===== src/rtl/cnn_layer_sequencer.sv =====
// Run sequencer for the CNN pipeline: loads one image, steps NUM_LAYERS conv/pool pairs, then dense.
// Optional run-cycle counter on perf_cycles_o when SEQ_PERF_CNT_EN is defined.
//
//   state   | meaning
//   --------+--------------------------------------------------
//   S_IDLE  | waiting for start
//   S_LOAD  | counting pixel beats into the line buffers
//   S_CONV  | conv engine enabled for layer layer_idx
//   S_POOL  | pool engine enabled for layer layer_idx
//   S_DENSE | dense engine enabled
//   S_DONE  | one-cycle completion pulse
//   S_ERR   | stage watchdog expired; held until abort or reset
module cnn_layer_sequencer #(
    parameter int IMG_WIDTH      = 150,
    parameter int IMG_HEIGHT     = 150,
    parameter int NUM_LAYERS     = 3,
    parameter int TIMEOUT_CYCLES = 65536,
    localparam int LAYER_W       = (NUM_LAYERS > 1) ? $clog2(NUM_LAYERS) : 1
) (
    input  logic               clk_i,
    input  logic               reset_i,
    input  logic               start_i,
    input  logic               abort_i,
    input  logic               pixel_in_valid_i,
    input  logic               conv_done_i,
    input  logic               pool_done_i,
    input  logic               dense_done_i,
    output logic               conv_en_o,
    output logic               pool_en_o,
    output logic               dense_en_o,
    output logic [LAYER_W-1:0] layer_idx_o,
    output logic               busy_o,
    output logic               done_o,
    output logic               error_o,
    output logic               global_valid_o,
    output logic [31:0]        perf_cycles_o
);

    localparam int TOTAL_PIX = IMG_WIDTH * IMG_HEIGHT;
    localparam int PIX_W     = $clog2(TOTAL_PIX + 1);
    localparam int WDOG_W    = $clog2(TIMEOUT_CYCLES);

    localparam logic [PIX_W-1:0]   PIX_LAST   = PIX_W'(TOTAL_PIX - 1);
    localparam logic [LAYER_W-1:0] LAYER_LAST = LAYER_W'(NUM_LAYERS - 1);
    localparam logic [WDOG_W-1:0]  WDOG_LAST  = WDOG_W'(TIMEOUT_CYCLES - 1);

    typedef enum logic [2:0] {
        S_IDLE,
        S_LOAD,
        S_CONV,
        S_POOL,
        S_DENSE,
        S_DONE,
        S_ERR
    } state_t;

    state_t             state_q, state_d;
    logic [PIX_W-1:0]   pix_q, pix_d;
    logic [LAYER_W-1:0] layer_q, layer_d;
    logic [WDOG_W-1:0]  wdog_q, wdog_d;
    logic               wdog_expired;

    logic conv_en_q, pool_en_q, dense_en_q, busy_q, done_q, error_q, global_valid_q;

    assign wdog_expired = (wdog_q == WDOG_LAST);

    always_comb begin
        state_d = state_q;
        pix_d   = pix_q;
        layer_d = layer_q;
        wdog_d  = wdog_q + WDOG_W'(1);

        unique case (state_q)
            S_IDLE: begin
                wdog_d = '0;
                if (start_i) begin
                    state_d = S_LOAD;
                    pix_d   = '0;
                    layer_d = '0;
                end
            end
            S_LOAD: begin
                wdog_d = '0;
                if (pixel_in_valid_i) begin
                    pix_d = pix_q + PIX_W'(1);
                    if (pix_q == PIX_LAST) begin
                        state_d = S_CONV;
                    end
                end
            end
            // A done that coincides with expiry takes precedence over the watchdog.
            S_CONV: begin
                if (conv_done_i) begin
                    state_d = S_POOL;
                    wdog_d  = '0;
                end else if (wdog_expired) begin
                    state_d = S_ERR;
                end
            end
            S_POOL: begin
                if (pool_done_i) begin
                    wdog_d = '0;
                    if (layer_q == LAYER_LAST) begin
                        state_d = S_DENSE;
                    end else begin
                        state_d = S_CONV;
                        layer_d = layer_q + LAYER_W'(1);
                    end
                end else if (wdog_expired) begin
                    state_d = S_ERR;
                end
            end
            S_DENSE: begin
                if (dense_done_i) begin
                    state_d = S_DONE;
                    wdog_d  = '0;
                end else if (wdog_expired) begin
                    state_d = S_ERR;
                end
            end
            S_DONE: begin
                state_d = S_IDLE;
                wdog_d  = '0;
            end
            S_ERR: begin
                wdog_d = '0;
            end
            default: begin
                state_d = S_IDLE;
                wdog_d  = '0;
            end
        endcase

        // Abort in IDLE is a no-op so it cannot disturb a layer_idx left by a finished run.
        if (abort_i && (state_q != S_IDLE)) begin
            state_d = S_IDLE;
            pix_d   = '0;
            layer_d = '0;
            wdog_d  = '0;
        end
    end

    always_ff @(posedge clk_i) begin
        if (reset_i) begin
            state_q        <= S_IDLE;
            pix_q          <= '0;
            layer_q        <= '0;
            wdog_q         <= '0;
            conv_en_q      <= 1'b0;
            pool_en_q      <= 1'b0;
            dense_en_q     <= 1'b0;
            busy_q         <= 1'b0;
            done_q         <= 1'b0;
            error_q        <= 1'b0;
            global_valid_q <= 1'b0;
        end else begin
            state_q        <= state_d;
            pix_q          <= pix_d;
            layer_q        <= layer_d;
            wdog_q         <= wdog_d;
            conv_en_q      <= (state_d == S_CONV);
            pool_en_q      <= (state_d == S_POOL);
            dense_en_q     <= (state_d == S_DENSE);
            busy_q         <= (state_d != S_IDLE);
            done_q         <= (state_d == S_DONE);
            error_q        <= (state_d == S_ERR);
            global_valid_q <= (state_d == S_CONV) || (state_d == S_POOL) || (state_d == S_DENSE);
        end
    end

    assign conv_en_o      = conv_en_q;
    assign pool_en_o      = pool_en_q;
    assign dense_en_o     = dense_en_q;
    assign layer_idx_o    = layer_q;
    assign busy_o         = busy_q;
    assign done_o         = done_q;
    assign error_o        = error_q;
    assign global_valid_o = global_valid_q;

`ifdef SEQ_PERF_CNT_EN
    logic [31:0] perf_q, perf_d;
    logic        perf_counting;

    assign perf_counting = !abort_i &&
                           ((state_q == S_LOAD) || (state_q == S_CONV) || (state_q == S_POOL) ||
                            (state_q == S_DENSE) || (state_q == S_DONE));

    // The accepting cycle is the first cycle of the run, so the count restarts at 1.
    always_comb begin
        perf_d = perf_q;
        if ((state_q == S_IDLE) && start_i) begin
            perf_d = 32'd1;
        end else if (perf_counting && (perf_q != 32'hFFFF_FFFF)) begin
            perf_d = perf_q + 32'd1;
        end
    end

    always_ff @(posedge clk_i) begin
        if (reset_i) begin
            perf_q <= '0;
        end else begin
            perf_q <= perf_d;
        end
    end

    assign perf_cycles_o = perf_q;
`else
    assign perf_cycles_o = '0;
`endif

endmodule


===== config.mk =====
export PLATFORM = sky130hd
export DESIGN_NAME = cnn_layer_sequencer
export DESIGN_NICKNAME = d
export VERILOG_FILES = /design/src/rtl/cnn_layer_sequencer.sv
export SDC_FILE = /design/constraint.sdc
export NUM_CORES = 1
export LEC_CHECK = 0
export CORE_MARGIN = 3
export CORE_UTILIZATION = 24
export CTS_CLUSTER_SIZE = 12
export DETAILED_ROUTE_END_ITERATION = 7
export PLACE_DENSITY = 0.42
export SLEW_MARGIN = 20
export SYNTH_ARGS = -nofsm -noshare
export SYNTH_HDL_FRONTEND = slang
export SYNTH_SLANG_ARGS = --single-unit
export TNS_END_PERCENT = 10

===== constraint.sdc =====
create_clock -name clk_i -period 2.5 [get_ports clk_i]
set_input_delay 0.25 -clock clk_i [delete_from_list [all_inputs] [get_ports clk_i]]
set_output_delay 0.25 -clock clk_i [all_outputs]
set_load 0.05 [all_outputs]

Yosys cells after proc, flatten, opt, wreduce, memory -nomap -nowiden:

Index checks and enable logic that the tools add are counted.

* input bits: 8
* output and inout bits: 41
* word-level logic and storage cells: 63
* register bits: 43

* reduce and logical (&&, ||, !) cells: 11
* multiplexer cells: 21
* equal/unequal tests: 17
* add/subtract/negate cells: 3

Operator list (number)
* $mux 16: 3
* $pmux 16 s3: 1
* $mux 15: 2
* $pmux 15 s2: 1
* $mux 3: 9
* $pmux 3 s6: 1
* $add 16x1->16 const B: 1
* $eq 16x16->1 const B: 1
* $add 15x1->15 const B: 1
* $eq 15x15->1 const B: 1
* $eq 3x3->1 const B: 5
* $eq 3x2->1 const B: 4
* $ne 2x2->1 const B: 4
* $mux 2: 3
* $reduce_bool 3->1: 2
* $pmux 2 s2: 1
* $reduce_and 4->1: 1
* $reduce_bool 2->1: 2
* $eq 3x1->1 const B: 1
* $logic_not 3->1: 1
* $reduce_and 3->1: 1
* $add 2x1->2 const B: 1
* $eq 2x2->1 const B: 1
* $logic_or 1x1->1: 2
* 2 further kinds: 2

Longest topological paths before layout:

* depth after elaboration: 8
* mapped depth: 7
* depth with buffers taken out: 7

Worst setup path before layout:

Ideal clock, no wire load.

* path type: reg-to-reg
* start point: register layer_q[0] (netlist: layer_idx_o[0])
* end point: register global_valid_q (netlist: global_valid_o)
* cell stages (with the launch flop): 8
* clock period less this slack: 1.869 ns
* required time: 2.384 ns
* buffers on the path: 0
* library setup time: 0.116 ns
* slack: 0.631 ns
* arrival time: 1.753 ns
* cell sequence: dfxtp_1 > inv_1 > ha_1 > nand4_1 > o21ai_0 > a31oi_1 > nor2_1 > a31o_2

* cells in the longest elaborated chain, start to end: 8
* elaborated cells between the ends (all ways): 10
* those cells by class: eq/ne: 4; mux: 4; reduce/logical: 2

Ends and longest elaborated chain
* start, declared: line 59 `logic [LAYER_W-1:0] layer_q, layer_d;`
* start signal, assigned: line 159 `layer_q <= layer_d;`
* $eq 2x2->1 (*): line 103 `if (layer_q == LAYER_LAST) begin`
* $mux 3 (*): line 103
* $mux 3 (*): line 101 `if (pool_done_i) begin`
* $pmux 3 s6 (*): line 73 `unique case (state_q)`
* $mux 3 (*): line 135 `if (abort_i && (state_q != S_IDLE)) begin`
* $eq 3x2->1: line 167 `global_valid_q <= (state_d == S_CONV) || (state_d == S_POOL) || (state_d == S_DENSE);`
* $logic_or 1x1->1: line 167
* $logic_or 1x1->1 (*): line 167
* end signal, assigned: line 167
* end, declared: line 63 `logic conv_en_q, pool_en_q, dense_en_q, busy_q, done_q, error_q, global_valid_q;`

Mark *: on every way between the ends. The rest lies on a longest branch, timed or not.
A chain may end at the register's enable or synchronous reset.

Worst setup path after layout:

* start point: register wdog_q[0]
* end point: register pool_en_q (netlist: pool_en_o)

* cells in the longest elaborated chain, start to end: 6
* elaborated cells between the ends (all ways): 8
* those cells by class: eq/ne: 2; mux: 6

Ends and longest elaborated chain
* start, declared: line 60 `logic [WDOG_W-1:0] wdog_q, wdog_d;`
* start signal, assigned: line 160 `wdog_q <= wdog_d;`
* $eq 16x16->1 (*): line 65 `assign wdog_expired = (wdog_q == WDOG_LAST);`
* $mux 3 (*): line 96, 109, 117
* $mux 3 (on tied branches): line 114, 101, 93
* $pmux 3 s6 (*): line 73
* $mux 3 (*): line 135
* $eq 3x2->1 (*): line 162 `pool_en_q <= (state_d == S_POOL);`
* end signal, assigned: line 162
* end, declared: line 63

Marked as above.

==> metrics.log <==
INFO  metric synthesis.area_per_instance = 8.787 um^2
INFO  metric grt-ovfl-total = 0
INFO  metric final_hold_viol_count = 0
INFO  metric cp.depth = 6
INFO  metric yosysWarningCount = 0
INFO  metric grt_max_degree = 17
INFO  metric final_cells = 413
INFO  metric ioPinCount = 49
INFO  metric outcome = finished clean
INFO  metric pwr_density_cell = 586.1 nW/um^2
INFO  metric floorplan.rows = 35
INFO  metric coreArea = 9284 um^2
INFO  metric route.detailed.drc = 0
INFO  metric numPortBuffers = 16
INFO  metric drv_slew = 0
INFO  metric unrepaired_setup_endpoints_after_global_routing = false
INFO  metric cts_inserted_buffers = 5
INFO  metric reg2reg_depth = 6
INFO  metric critPathKind = reg2reg
INFO  metric skew = 0.009284 ns
INFO  metric worst-endpoint-required = 2.70 ns
INFO  metric fp.dieW = 103.9 um
INFO  metric die_area = 10800 um^2
INFO  metric yosysSeqAreaShare = 37.39%
INFO  metric num-nets-final = 294
INFO  metric worst_slew_margin_rel = 66.05%
INFO  metric fmaxAchievable = 459.0 MHz
INFO  metric vias_per_cell = 4.148
INFO  metric power.leakage = 0.9359 nW
INFO  metric area.growth.synth_to_final = 14.08%
INFO  metric placed_cells_incl_taps = 405
INFO  metric hold-path-cell-count = 1
INFO  metric drtIter0Drc = 66
INFO  metric layout-drive-gt1-share = 9.507%
INFO  metric via_count = 1713
INFO  metric critical_path.endpoint_type = register
INFO  metric netlist-cell-type-count = 52
INFO  metric detailedRoute.firstPassIterationCount = 4
INFO  metric power.total = 1.539 mW
INFO  metric synth_cells = 262
INFO  metric cp-start-kind = register
INFO  metric drv_cap = 0
INFO  metric slowest_stage = nor4b_1
INFO  metric grt_pass1_vias = 1646
INFO  metric clkLatencyLatePin = 0.30 ns
INFO  metric worst_pin_slew = 0.5022 ns
INFO  metric clock_tree_buf_depth = 2
INFO  metric drt.antenna.violating_nets = 0
INFO  metric cp_data_arrival_time = 2.38 ns
INFO  metric routabilityCongestion = 0.7561
INFO  metric dp_hpwl = 3328 um
INFO  metric timing.critical_path.slowest_cell_delay = 0.52 ns
INFO  metric htree_num_levels = 2
INFO  metric globalRouteTotalUtil = 8.862%
INFO  metric clk_pin_slew_worst_paths = 0.09 ns
INFO  metric initial_standard_cell_utilization_of_the_core = 24.80%
INFO  metric netlist_area = 2302 um^2
INFO  metric cts_root_buffer = clkbuf_8
INFO  metric path_buf_inv = 0
INFO  metric crit_path_frequent_cell = nor4b_1
INFO  metric floorplan.die.height = 103.9 um
INFO  metric dp_slack = 0.2687 ns
INFO  metric ir_worst_vdd = 0.2140 mV
INFO  metric cts_tree = yes
INFO  metric synth_flop_cell = dfxtp_1
INFO  metric avgRoutedWirePerCell = 11.08 um
INFO  metric antenna-diode-count = 0
INFO  metric final_util = 28.29%
INFO  metric min_period_over_period = 87.15%
INFO  metric antenna_found_initial = 0
INFO  metric grt_pass1_wl = 7886 um
INFO  metric post_route_setup_slack = 0.3213 ns
INFO  metric worst-path-max-fanout = 7
INFO  metric synth.ff_latch_count = 43
INFO  metric period_needed = 2.179 ns
INFO  metric route.final.wire_length = 4578 um
INFO  metric cts.sinks = 43
INFO  metric finalSetupTns = 0 ns
INFO  metric cell_by_cell_trace_of_the_critical_path = ha_1 > and3_1 > nand2_1 > nor4b_1 > nor2_1 > nor4b_1
INFO  metric worstHoldPathType = reg2reg
INFO  metric async_reset_ff_share = 0%
INFO  metric setup_violations = 0
INFO  metric synth_edf_count = 0
INFO  metric worst_path_dominant_cell_family = simple AND/OR/NAND/NOR gates
[through the flow]
| stage | hold slack, ns | cell area [um^2] |
|---|---|---|
| final | 0.4659 | 2626 |
| after global routing | 0.4977 | 2626 |
| after CTS | 0.4787 | 2625 |
| after detailed placement | 0.4560 | 2489 |
| after global placement | 0.4423 | 2489 |
| after floorplan | 0.4244 | 2419 |
[final cells by class]
class / count / area [um^2]
Inverter: 5 / 18.77
Fill cell: 985 / 6658
Sequential cell: 43 / 862.1
Tap cell: 129 / 161.4
Timing Repair Buffer: 22 / 205.2
Clock buffer: 5 / 68.82
Multi-Input combinational cell: 206 / 1242
Clock inverter: 3 / 67.56
[registers in the layout, indices dropped and copies added (netlist names)]
name	flops
error_o	1
dense_en_o	1
busy_o	1
state_q	3
layer_idx_o	2
wdog_q	16
pool_en_o	1
global_valid_o	1
done_o	1
pix_q	15
conv_en_o	1
[final timing paths]
check             slack (ns)              endpoint                 start
setup / recovery        0.32  pool_en_o$_SDFF_PP0_  wdog_q[0]$_SDFF_PP0_
hold / removal          0.47  wdog_q[0]$_SDFF_PP0_  wdog_q[0]$_SDFF_PP0_
setup reg to reg        0.32  pool_en_o$_SDFF_PP0_  wdog_q[0]$_SDFF_PP0_
hold reg to reg         0.47  wdog_q[0]$_SDFF_PP0_  wdog_q[0]$_SDFF_PP0_
[routing by layer]
metal	share of wire (%)	up-vias	GRT usage (%)
met2	46	35	14.21
li1	-	882	-
met5	0	-	0
met3	5.0	6	2.421
met1	48	790	11.36
met4	1.3	0	3.324
[synth_stat cells (2+ instances only)]
cell	number	area, um^2
nand4_1	10	62.56
nand2b_1	2	12.51
mux2i_1	5	50.05
or3_1	2	12.51
nor3_1	4	20.02
and3_1	5	31.28
and4_1	4	35.03
nor2_1	45	168.9
ha_1	3	37.54
xnor2_1	10	87.58
clkbuf_8	2	27.53
buf_2	2	10.01
nand2_1	13	48.80
dfxtp_1	43	860.8
inv_1	5	18.77
a31o_2	2	17.52
nand3_1	12	60.06
mux2_2	2	22.52
xor2_1	15	131.4
clkbuf_1	2	7.510
nor4b_1	3	26.28
buf_4	32	240.2
a31oi_1	2	12.51
a21oi_1	5	25.02
o21ai_0	5	25.02
[power breakdown]
part	total, mW	internal, mW	switching (mW)
Clock	0.654	0.399	0.255
Sequential	0.696	0.689	0.00679
Combinational	0.190	0.0375	0.152
Total	1.54	1.12	0.414
[cell families after synthesis]
kind of cell | Yosys count | synth area share (%)
buf+inv | 44 | 13.70
compound gates | 24 | 7.664
fa+ha+maj | 3 | 1.631
flops | 43 | 37.39
xor+xnor | 25 | 9.511
other cells | 1 | 0.1629
simple gates | 115 | 26.79
mux | 7 | 3.152
[timing repair]
item,4_1_cts,5_1_grt
hold buffers,0,0
buffers inserted,0,0
endpoints found under the setup margin,0,1
resized for setup,0,1
[cell usage in the layout (no fill, tap or decap), types with 2 or more instances in the layout]
cell | synthesis | layout
nor3_1 | 4 | 4
nand2_1 | 13 | 13
xnor2_1 | 10 | 10
clkdlybuf4s50_1 | 0 | 16
nand4_1 | 10 | 10
bufinv_16 | 0 | 2
or3_1 | 2 | 2
inv_1 | 5 | 5
nor4b_1 | 3 | 3
mux2_2 | 2 | 2
mux2i_1 | 5 | 5
a31o_2 | 2 | 2
a31oi_1 | 2 | 2
buf_4 | 32 | 6
nand2b_1 | 2 | 2
and3_1 | 5 | 5
nand3_1 | 12 | 12
o21ai_0 | 5 | 5
xor2_1 | 15 | 15
conb_1 | 1 | 32
a21oi_1 | 5 | 5
nor2_1 | 45 | 45
ha_1 | 3 | 3
dfxtp_1 | 43 | 42
and4_1 | 4 | 4
clkbuf_8 | 2 | 5
(Power assumes the default switching activity.)
